===== config.mk =====
export PLATFORM = sky130hd
export DESIGN_NAME = hazard_scoreboard_flat
export DESIGN_NICKNAME = d
export VERILOG_FILES = /design/src/rtl/hazard_scoreboard_if.sv /design/src/rtl/hazard_scoreboard.sv /design/src/flat_wrapper.sv
export SDC_FILE = /design/constraint.sdc
export NUM_CORES = 1
export LEC_CHECK = 0
export CAP_MARGIN = 20
export CORE_MARGIN = 2
export CORE_UTILIZATION = 40
export DETAILED_ROUTE_END_ITERATION = 6
export SYNTH_ARGS = -nofsm -noshare
export SYNTH_HDL_FRONTEND = slang
export SYNTH_SLANG_ARGS = --single-unit

===== constraint.sdc =====
create_clock -name clk -period 2.5 [get_ports clk]
set_input_delay 0.375 -clock clk [delete_from_list [all_inputs] [get_ports clk]]
set_output_delay 0.375 -clock clk [all_outputs]
set_load 0.02 [all_outputs]

===== src/rtl/hazard_scoreboard_if.sv =====
// hazard_scoreboard_if
// Groups the ID-stage instruction fields and the stall/flush controls
// exchanged between the pipeline and the hazard scoreboard.
//   master : pipeline side. It drives the ID fields and branch_taken, and it
//            receives pc_write, if_id_write, control_dst, if_id_flush and
//            stall_cycles.
//   slave  : scoreboard side. The directions are the mirror image of master.
interface hazard_scoreboard_if #(
  parameter int REG_AW = 5
);
  logic [REG_AW-1:0] if_id_rs;
  logic [REG_AW-1:0] if_id_rt;
  logic              rs_used;
  logic              rt_used;
  logic              id_valid;
  logic [REG_AW-1:0] id_dst;
  logic              id_regwrite;
  logic [1:0]        id_kind;
  logic              branch_taken;
  logic              pc_write;
  logic              if_id_write;
  logic              control_dst;
  logic              if_id_flush;
  logic [15:0]       stall_cycles;

  modport master (
    output if_id_rs, if_id_rt, rs_used, rt_used, id_valid,
           id_dst, id_regwrite, id_kind, branch_taken,
    input  pc_write, if_id_write, control_dst, if_id_flush, stall_cycles
  );

  modport slave (
    input  if_id_rs, if_id_rt, rs_used, rt_used, id_valid,
           id_dst, id_regwrite, id_kind, branch_taken,
    output pc_write, if_id_write, control_dst, if_id_flush, stall_cycles
  );
endinterface


===== src/rtl/hazard_scoreboard.sv =====
// hazard_scoreboard
// This is the ID-stage countdown scoreboard. Each architectural register has
// a count of the cycles left until its pending result can be forwarded. A
// separate busy count covers the non-pipelined multiplier. From these counts
// the block derives the stall and flush controls for the front of the pipe.
//
// Ports:
//   clk   : rising-edge clock.
//   rst_n : asynchronous active-low reset. It clears every count and the
//           perf counter.
//   bus   : hazard_scoreboard_if.slave. It carries the ID fields in and the
//           pc_write / if_id_write / control_dst / if_id_flush /
//           stall_cycles outputs.
//
// Optional feature macro: HAZ_STALL_CNT_EN
//   Defined   : stall_cycles counts the stalled cycles and saturates at
//               16'hFFFF.
//   Undefined : stall_cycles is tied to 16'd0.
module hazard_scoreboard #(
  parameter int REG_AW   = 5,
  parameter int LOAD_LAT = 1,
  parameter int MUL_LAT  = 4,
  parameter int CNT_W    = 3
) (
  input  logic             clk,
  input  logic             rst_n,
  hazard_scoreboard_if.slave bus
);
  localparam int NREG = 2 ** REG_AW;

  logic [CNT_W-1:0] cnt_r [NREG];
  logic [CNT_W-1:0] mul_busy_r;

  logic             raw_s;
  logic             struct_s;
  logic             stall_s;
  logic             issue_s;
  logic             set_s;
  logic [CNT_W-1:0] set_val_s;

  // Hazard detection. Register 0 is never tracked, so reads of it never
  // stall.
  always_comb begin
    raw_s = 1'b0;
    if ((bus.rs_used && (bus.if_id_rs != {REG_AW{1'b0}}) && (cnt_r[bus.if_id_rs] != {CNT_W{1'b0}})) ||
        (bus.rt_used && (bus.if_id_rt != {REG_AW{1'b0}}) && (cnt_r[bus.if_id_rt] != {CNT_W{1'b0}}))) begin
      raw_s = 1'b1;
    end else begin
      raw_s = 1'b0;
    end
    struct_s = bus.id_valid && (bus.id_kind == 2'd2) && (mul_busy_r != {CNT_W{1'b0}});
    stall_s  = bus.id_valid && (raw_s || struct_s) && !bus.branch_taken;
    issue_s  = bus.id_valid && !stall_s && !bus.branch_taken;
    set_s    = issue_s && bus.id_regwrite && (bus.id_dst != {REG_AW{1'b0}});
  end

  // Latency loaded into the destination entry. ALU results are forwarded,
  // so an ALU write needs no wait. The reserved kind is handled as ALU.
  always_comb begin
    set_val_s = {CNT_W{1'b0}};
    case (bus.id_kind)
      2'd1:    set_val_s = CNT_W'(LOAD_LAT);
      2'd2:    set_val_s = CNT_W'(MUL_LAT);
      default: set_val_s = {CNT_W{1'b0}};
    endcase
  end

  // Per-register countdowns. A new issue overrides the decrement of the same
  // entry, so the newest producer always defines the wait.
  always_ff @(posedge clk or negedge rst_n) begin
    if (!rst_n) begin
      for (int r = 0; r < NREG; r++) begin
        cnt_r[r] <= {CNT_W{1'b0}};
      end
    end else begin
      for (int r = 0; r < NREG; r++) begin
        if (r == 0) begin
          cnt_r[r] <= {CNT_W{1'b0}};
        end else if (set_s && (bus.id_dst == REG_AW'(r))) begin
          cnt_r[r] <= set_val_s;
        end else if (cnt_r[r] != {CNT_W{1'b0}}) begin
          cnt_r[r] <= cnt_r[r] - {{(CNT_W-1){1'b0}}, 1'b1};
        end else begin
          cnt_r[r] <= cnt_r[r];
        end
      end
    end
  end

  // Multiplier occupancy. A flush does not cancel it, because the multiply
  // in flight still completes.
  always_ff @(posedge clk or negedge rst_n) begin
    if (!rst_n) begin
      mul_busy_r <= {CNT_W{1'b0}};
    end else if (issue_s && (bus.id_kind == 2'd2)) begin
      mul_busy_r <= CNT_W'(MUL_LAT);
    end else if (mul_busy_r != {CNT_W{1'b0}}) begin
      mul_busy_r <= mul_busy_r - {{(CNT_W-1){1'b0}}, 1'b1};
    end else begin
      mul_busy_r <= mul_busy_r;
    end
  end

  // Front-end controls. The priority is branch, then stall, then normal.
  always_comb begin
    bus.pc_write    = 1'b1;
    bus.if_id_write = 1'b1;
    bus.control_dst = 1'b0;
    bus.if_id_flush = 1'b0;
    if (bus.branch_taken) begin
      bus.pc_write    = 1'b1;
      bus.if_id_write = 1'b1;
      bus.control_dst = 1'b1;
      bus.if_id_flush = 1'b1;
    end else if (stall_s) begin
      bus.pc_write    = 1'b0;
      bus.if_id_write = 1'b0;
      bus.control_dst = 1'b1;
      bus.if_id_flush = 1'b0;
    end else begin
      bus.pc_write    = 1'b1;
      bus.if_id_write = 1'b1;
      bus.control_dst = 1'b0;
      bus.if_id_flush = 1'b0;
    end
  end

`ifdef HAZ_STALL_CNT_EN
  logic [15:0] stall_cnt_r;

  // Saturating count of stalled cycles. Flush cycles never assert stall_s,
  // so they are excluded.
  always_ff @(posedge clk or negedge rst_n) begin
    if (!rst_n) begin
      stall_cnt_r <= 16'd0;
    end else if (stall_s && (stall_cnt_r != 16'hFFFF)) begin
      stall_cnt_r <= stall_cnt_r + 16'd1;
    end else begin
      stall_cnt_r <= stall_cnt_r;
    end
  end

  assign bus.stall_cycles = stall_cnt_r;
`else
  assign bus.stall_cycles = 16'd0;
`endif

endmodule


===== src/flat_wrapper.sv =====
// flat-port wrapper written by rule: the top's interface ports become plain ports
module hazard_scoreboard_flat 
#(
  parameter int REG_AW   = 5,
  parameter int LOAD_LAT = 1,
  parameter int MUL_LAT  = 4,
  parameter int CNT_W    = 3
)
  (clk, rst_n, bus_if_id_rs, bus_if_id_rt, bus_rs_used, bus_rt_used, bus_id_valid, bus_id_dst, bus_id_regwrite, bus_id_kind, bus_branch_taken, bus_pc_write, bus_if_id_write, bus_control_dst, bus_if_id_flush, bus_stall_cycles);
  hazard_scoreboard_if #(.REG_AW(REG_AW)) bus_i ();
  input  logic clk;
  input  logic rst_n;
  input wire logic [$bits(bus_i.if_id_rs)-1:0] bus_if_id_rs;
  input wire logic [$bits(bus_i.if_id_rt)-1:0] bus_if_id_rt;
  input wire logic [$bits(bus_i.rs_used)-1:0] bus_rs_used;
  input wire logic [$bits(bus_i.rt_used)-1:0] bus_rt_used;
  input wire logic [$bits(bus_i.id_valid)-1:0] bus_id_valid;
  input wire logic [$bits(bus_i.id_dst)-1:0] bus_id_dst;
  input wire logic [$bits(bus_i.id_regwrite)-1:0] bus_id_regwrite;
  input wire logic [$bits(bus_i.id_kind)-1:0] bus_id_kind;
  input wire logic [$bits(bus_i.branch_taken)-1:0] bus_branch_taken;
  output wire logic [$bits(bus_i.pc_write)-1:0] bus_pc_write;
  output wire logic [$bits(bus_i.if_id_write)-1:0] bus_if_id_write;
  output wire logic [$bits(bus_i.control_dst)-1:0] bus_control_dst;
  output wire logic [$bits(bus_i.if_id_flush)-1:0] bus_if_id_flush;
  output wire logic [$bits(bus_i.stall_cycles)-1:0] bus_stall_cycles;
  assign bus_i.if_id_rs = bus_if_id_rs;
  assign bus_i.if_id_rt = bus_if_id_rt;
  assign bus_i.rs_used = bus_rs_used;
  assign bus_i.rt_used = bus_rt_used;
  assign bus_i.id_valid = bus_id_valid;
  assign bus_i.id_dst = bus_id_dst;
  assign bus_i.id_regwrite = bus_id_regwrite;
  assign bus_i.id_kind = bus_id_kind;
  assign bus_i.branch_taken = bus_branch_taken;
  assign bus_pc_write = bus_i.pc_write;
  assign bus_if_id_write = bus_i.if_id_write;
  assign bus_control_dst = bus_i.control_dst;
  assign bus_if_id_flush = bus_i.if_id_flush;
  assign bus_stall_cycles = bus_i.stall_cycles;
  hazard_scoreboard #(.REG_AW(REG_AW), .LOAD_LAT(LOAD_LAT), .MUL_LAT(MUL_LAT), .CNT_W(CNT_W)) u_core (.clk(clk), .rst_n(rst_n), .bus(bus_i));
endmodule

==> reports/metrics.yaml <==
io_pins: 44
grt_usage_pct: 19.49
ys_seq_area_share_pct: 32.53
die_area_um2: 19560
hold_viol: 14
fin_skew_ps: 9.605
cts_buffers: 9
synth-xor-area-share_pct: 3.795
die_w_um: 139.9
synth-compound-area-share_pct: 7.828
rsz0062_at_grt: "true"
clockBufferDepth: 2
timing.rr.start: "u_core.cnt_r[92]"
synth_top_family_by_area: "simple AND/OR/NAND/NOR gates"
min_period_over_period_pct: 107.5
clkTransAtPathRegs_ps: 70
num_antenna_cells: 0
synth.most_common_cell: "dfrtp_1"
yosysUniqueCellTypes: 49
end_kind: "primary output"
synth_edf_count: 0
layout.nets: 1030
crit_slowest_cell: "dfrtp_1"
drt_iter0_markers: 263
p_leak_nw: 4.458
hpwlAfterDp_mm: 13.71
area_growth_pct: 27.69
synth_area_leaders: "dfrtp_1 (33%), mux2i_1 (12%), ha_1 (11%)"
syn_area_um2: 7385
vias: 6065
rows: 49
synth.mux.area_fraction_pct: 12.78
crit_buf_inv: 2
dr.pass1.iters: 5
crit_required_ps: 2120
worst_r2r_path_depth: 10
min_period_ps: 2688
tritoncts: "built"
synth_fa_ha_area_share_pct: 10.84
worstPathCellList: "buf_4, o311a_4, a2111oi_4, a211oi_4, nor3_4, nand2_2, a21o_1, buf_6"
synth_common_cells: "dfrtp_1 (96), mux2i_1 (92), inv_1 (73), ha_1 (64), nand2_1 (53)"
whs_ps: -20.82
ys_warn_count: 0
worstSetupPathType: "flip-flop to primary output"
ys.flop_type: "dfrtp_1"
die_h_um: 139.9
setup_viol: 3
async_reset_ff_share_pct: 100.0
synth-seq-cells: 96
place.gp.congestion: 0.8927
via_per_inst: 5.157
grt_max_degree: 47
final_max_slew_viol_count: 0
status: "complete, but fails checks"
start_kind: "flip-flop"
ctsHoldBuffers: 0
power.density_nw_per_um2: 1131
coreArea_um2: 18020
hp-class: "primary input to async pin"
start_util_pct: 40.97
wl_per_cell_um: 16.04
htreeDepth: 3
cts.sinks: 96
routed-wl-met2_mm: 8.675
clk_latency_ps: 360
clockRootBuffer: "clkbuf_16"
vdd_drop_max_v: 0.0004641
yosys.area_share.simple_pct: 24.52
grt_remaining_overflow: 0
route.met3.wl_um: 633
slew_headroom_pct: 61.10
violations: "hold timing, setup timing"
drc_errors: 0
port-buffer-count: 27
cap_violations: 0
crit_family: "compound AO/OA/AOI/OAI gates"
fin_setup_tns_ps: -370.5
syn_inst: 796
postRouteAntennaNets: 0
wl_mm: 18.87
arrival_ps: 2310
critPathMaxStageDelay_ps: 410
grt_antenna_before_repair: 0
syn-mean-instance-area_um2: 9.277
top_layer: "met4"
r2r-end: "u_core.cnt_r[13]"
met1_length_mm: 8.818
r2r_slack_ps: 50
drive_gt1_share_pct: 23.13
clock.fmax_ghz: 0.3721
grt_pass1_wl_mm: 30.45
path_max_fanout: 3
grt_pass1_vias: 6018
synth_top_area_share_pct: 32.53
synth.largest_area_cell: "dfrtp_1"
worst_slack_ps: -187.6
worstMarginPinSlew_ps: 582.8
-- metal layers --
| layer | up-vias | global-route usage, % |
|---|---|---|
| met5 | - | 0 |
| met1 | 2876 | 26.00 |
| met4 | 0 | 9.316 |
| li1 | 3020 | - |
| met3 | 47 | 3.200 |
| met2 | 122 | 30.86 |
-- report_power, final --
part           total [mW]  internal [mW]  leakage, nW  switching [mW]
Clock                1.43          0.828        0.150           0.599
Sequential           3.11           2.43         1.14           0.687
Combinational        6.12           3.24         3.17            2.89
Total                10.7           6.49         4.46            4.17
-- sequential cells by signal, indices dropped and copies added (netlist names) --
signal	cells
u_core.cnt_r	93
u_core.mul_busy_r	3
-- cell usage in the layout (no fill, tap or decap), types with 4 or more instances in the layout --
master | synthesis | layout
nor2b_1 | 39 | 39
buf_6 | 2 | 9
dfrtp_1 | 96 | 96
nand2b_1 | 7 | 7
mux2i_1 | 92 | 92
nand2_1 | 53 | 51
a21oi_1 | 12 | 10
nor4_1 | 23 | 16
nor3_1 | 45 | 44
inv_1 | 73 | 72
buf_12 | 0 | 4
nand3_1 | 4 | 4
o21ai_0 | 37 | 37
nor2_1 | 50 | 50
buf_4 | 22 | 128
clkdlybuf4s50_1 | 0 | 17
conb_1 | 1 | 16
a211oi_1 | 5 | 4
nand4_4 | 10 | 10
nand3_2 | 20 | 20
xnor2_1 | 32 | 32
o211ai_1 | 5 | 5
ha_1 | 64 | 64
nor4_2 | 0 | 6
a311oi_1 | 4 | 4
clkbuf_16 | 0 | 11
and2_1 | 32 | 32
nor4b_1 | 8 | 5
-- final cells by class --
cell class / instances / area (µm²)
well taps: 229 / 286.5
repair buffers: 169 / 1510
clock buffers: 13 / 260.3
flip-flops and latches: 96 / 2402
clock inverters: 3 / 40.04
inverters: 73 / 277.8
fillers: 1636 / 8596
multi-input cells: 593 / 4652
-- worst max-delay path by stage --
stage | start | to | cells after the start
after global placement | bus_if_id_rs[0] | bus_control_dst | 10
final | u_core.cnt_r[92] | bus_control_dst | 8
after CTS | u_core.cnt_r[92] | bus_control_dst | 9
after global routing | u_core.cnt_r[87] | bus_control_dst | 8
after floorplan | bus_if_id_rs[0] | bus_pc_write | 9
after detailed placement | bus_if_id_rs[0] | bus_control_dst | 10
-- per-stage QoR --
step	instance area, µm²	utilization (%)	power (mW)	setup slack (ps)	std cells
after floorplan	7441	-	6.803	34.99	811
after global placement	8698	48.26	8.753	-873.0	1143
after detailed placement	8698	48.26	8.903	-842.8	1143
after CTS	9264	51.40	10.59	-155.7	1171
after global routing	9429	52.31	11.71	-270.4	1176
final	9429	52.31	10.67	-187.6	1176
-- cell families after synthesis --
kind of cell,after synthesis
DFF,96
xor gates and xnor gates,32
AOI/OAI and AO/OA,90
muxes,93
other,1
adders and majority gates,64
buffers and inverters,122
and+or+nand+nor,298
-- repair_timing --
item,4_1_cts,5_1_grt
cloned,2,2
buffers inserted,10,3
resized for setup,57,17
pin swaps,13,2
endpoints found under the setup margin,96,70
(Power assumes the default switching activity.)
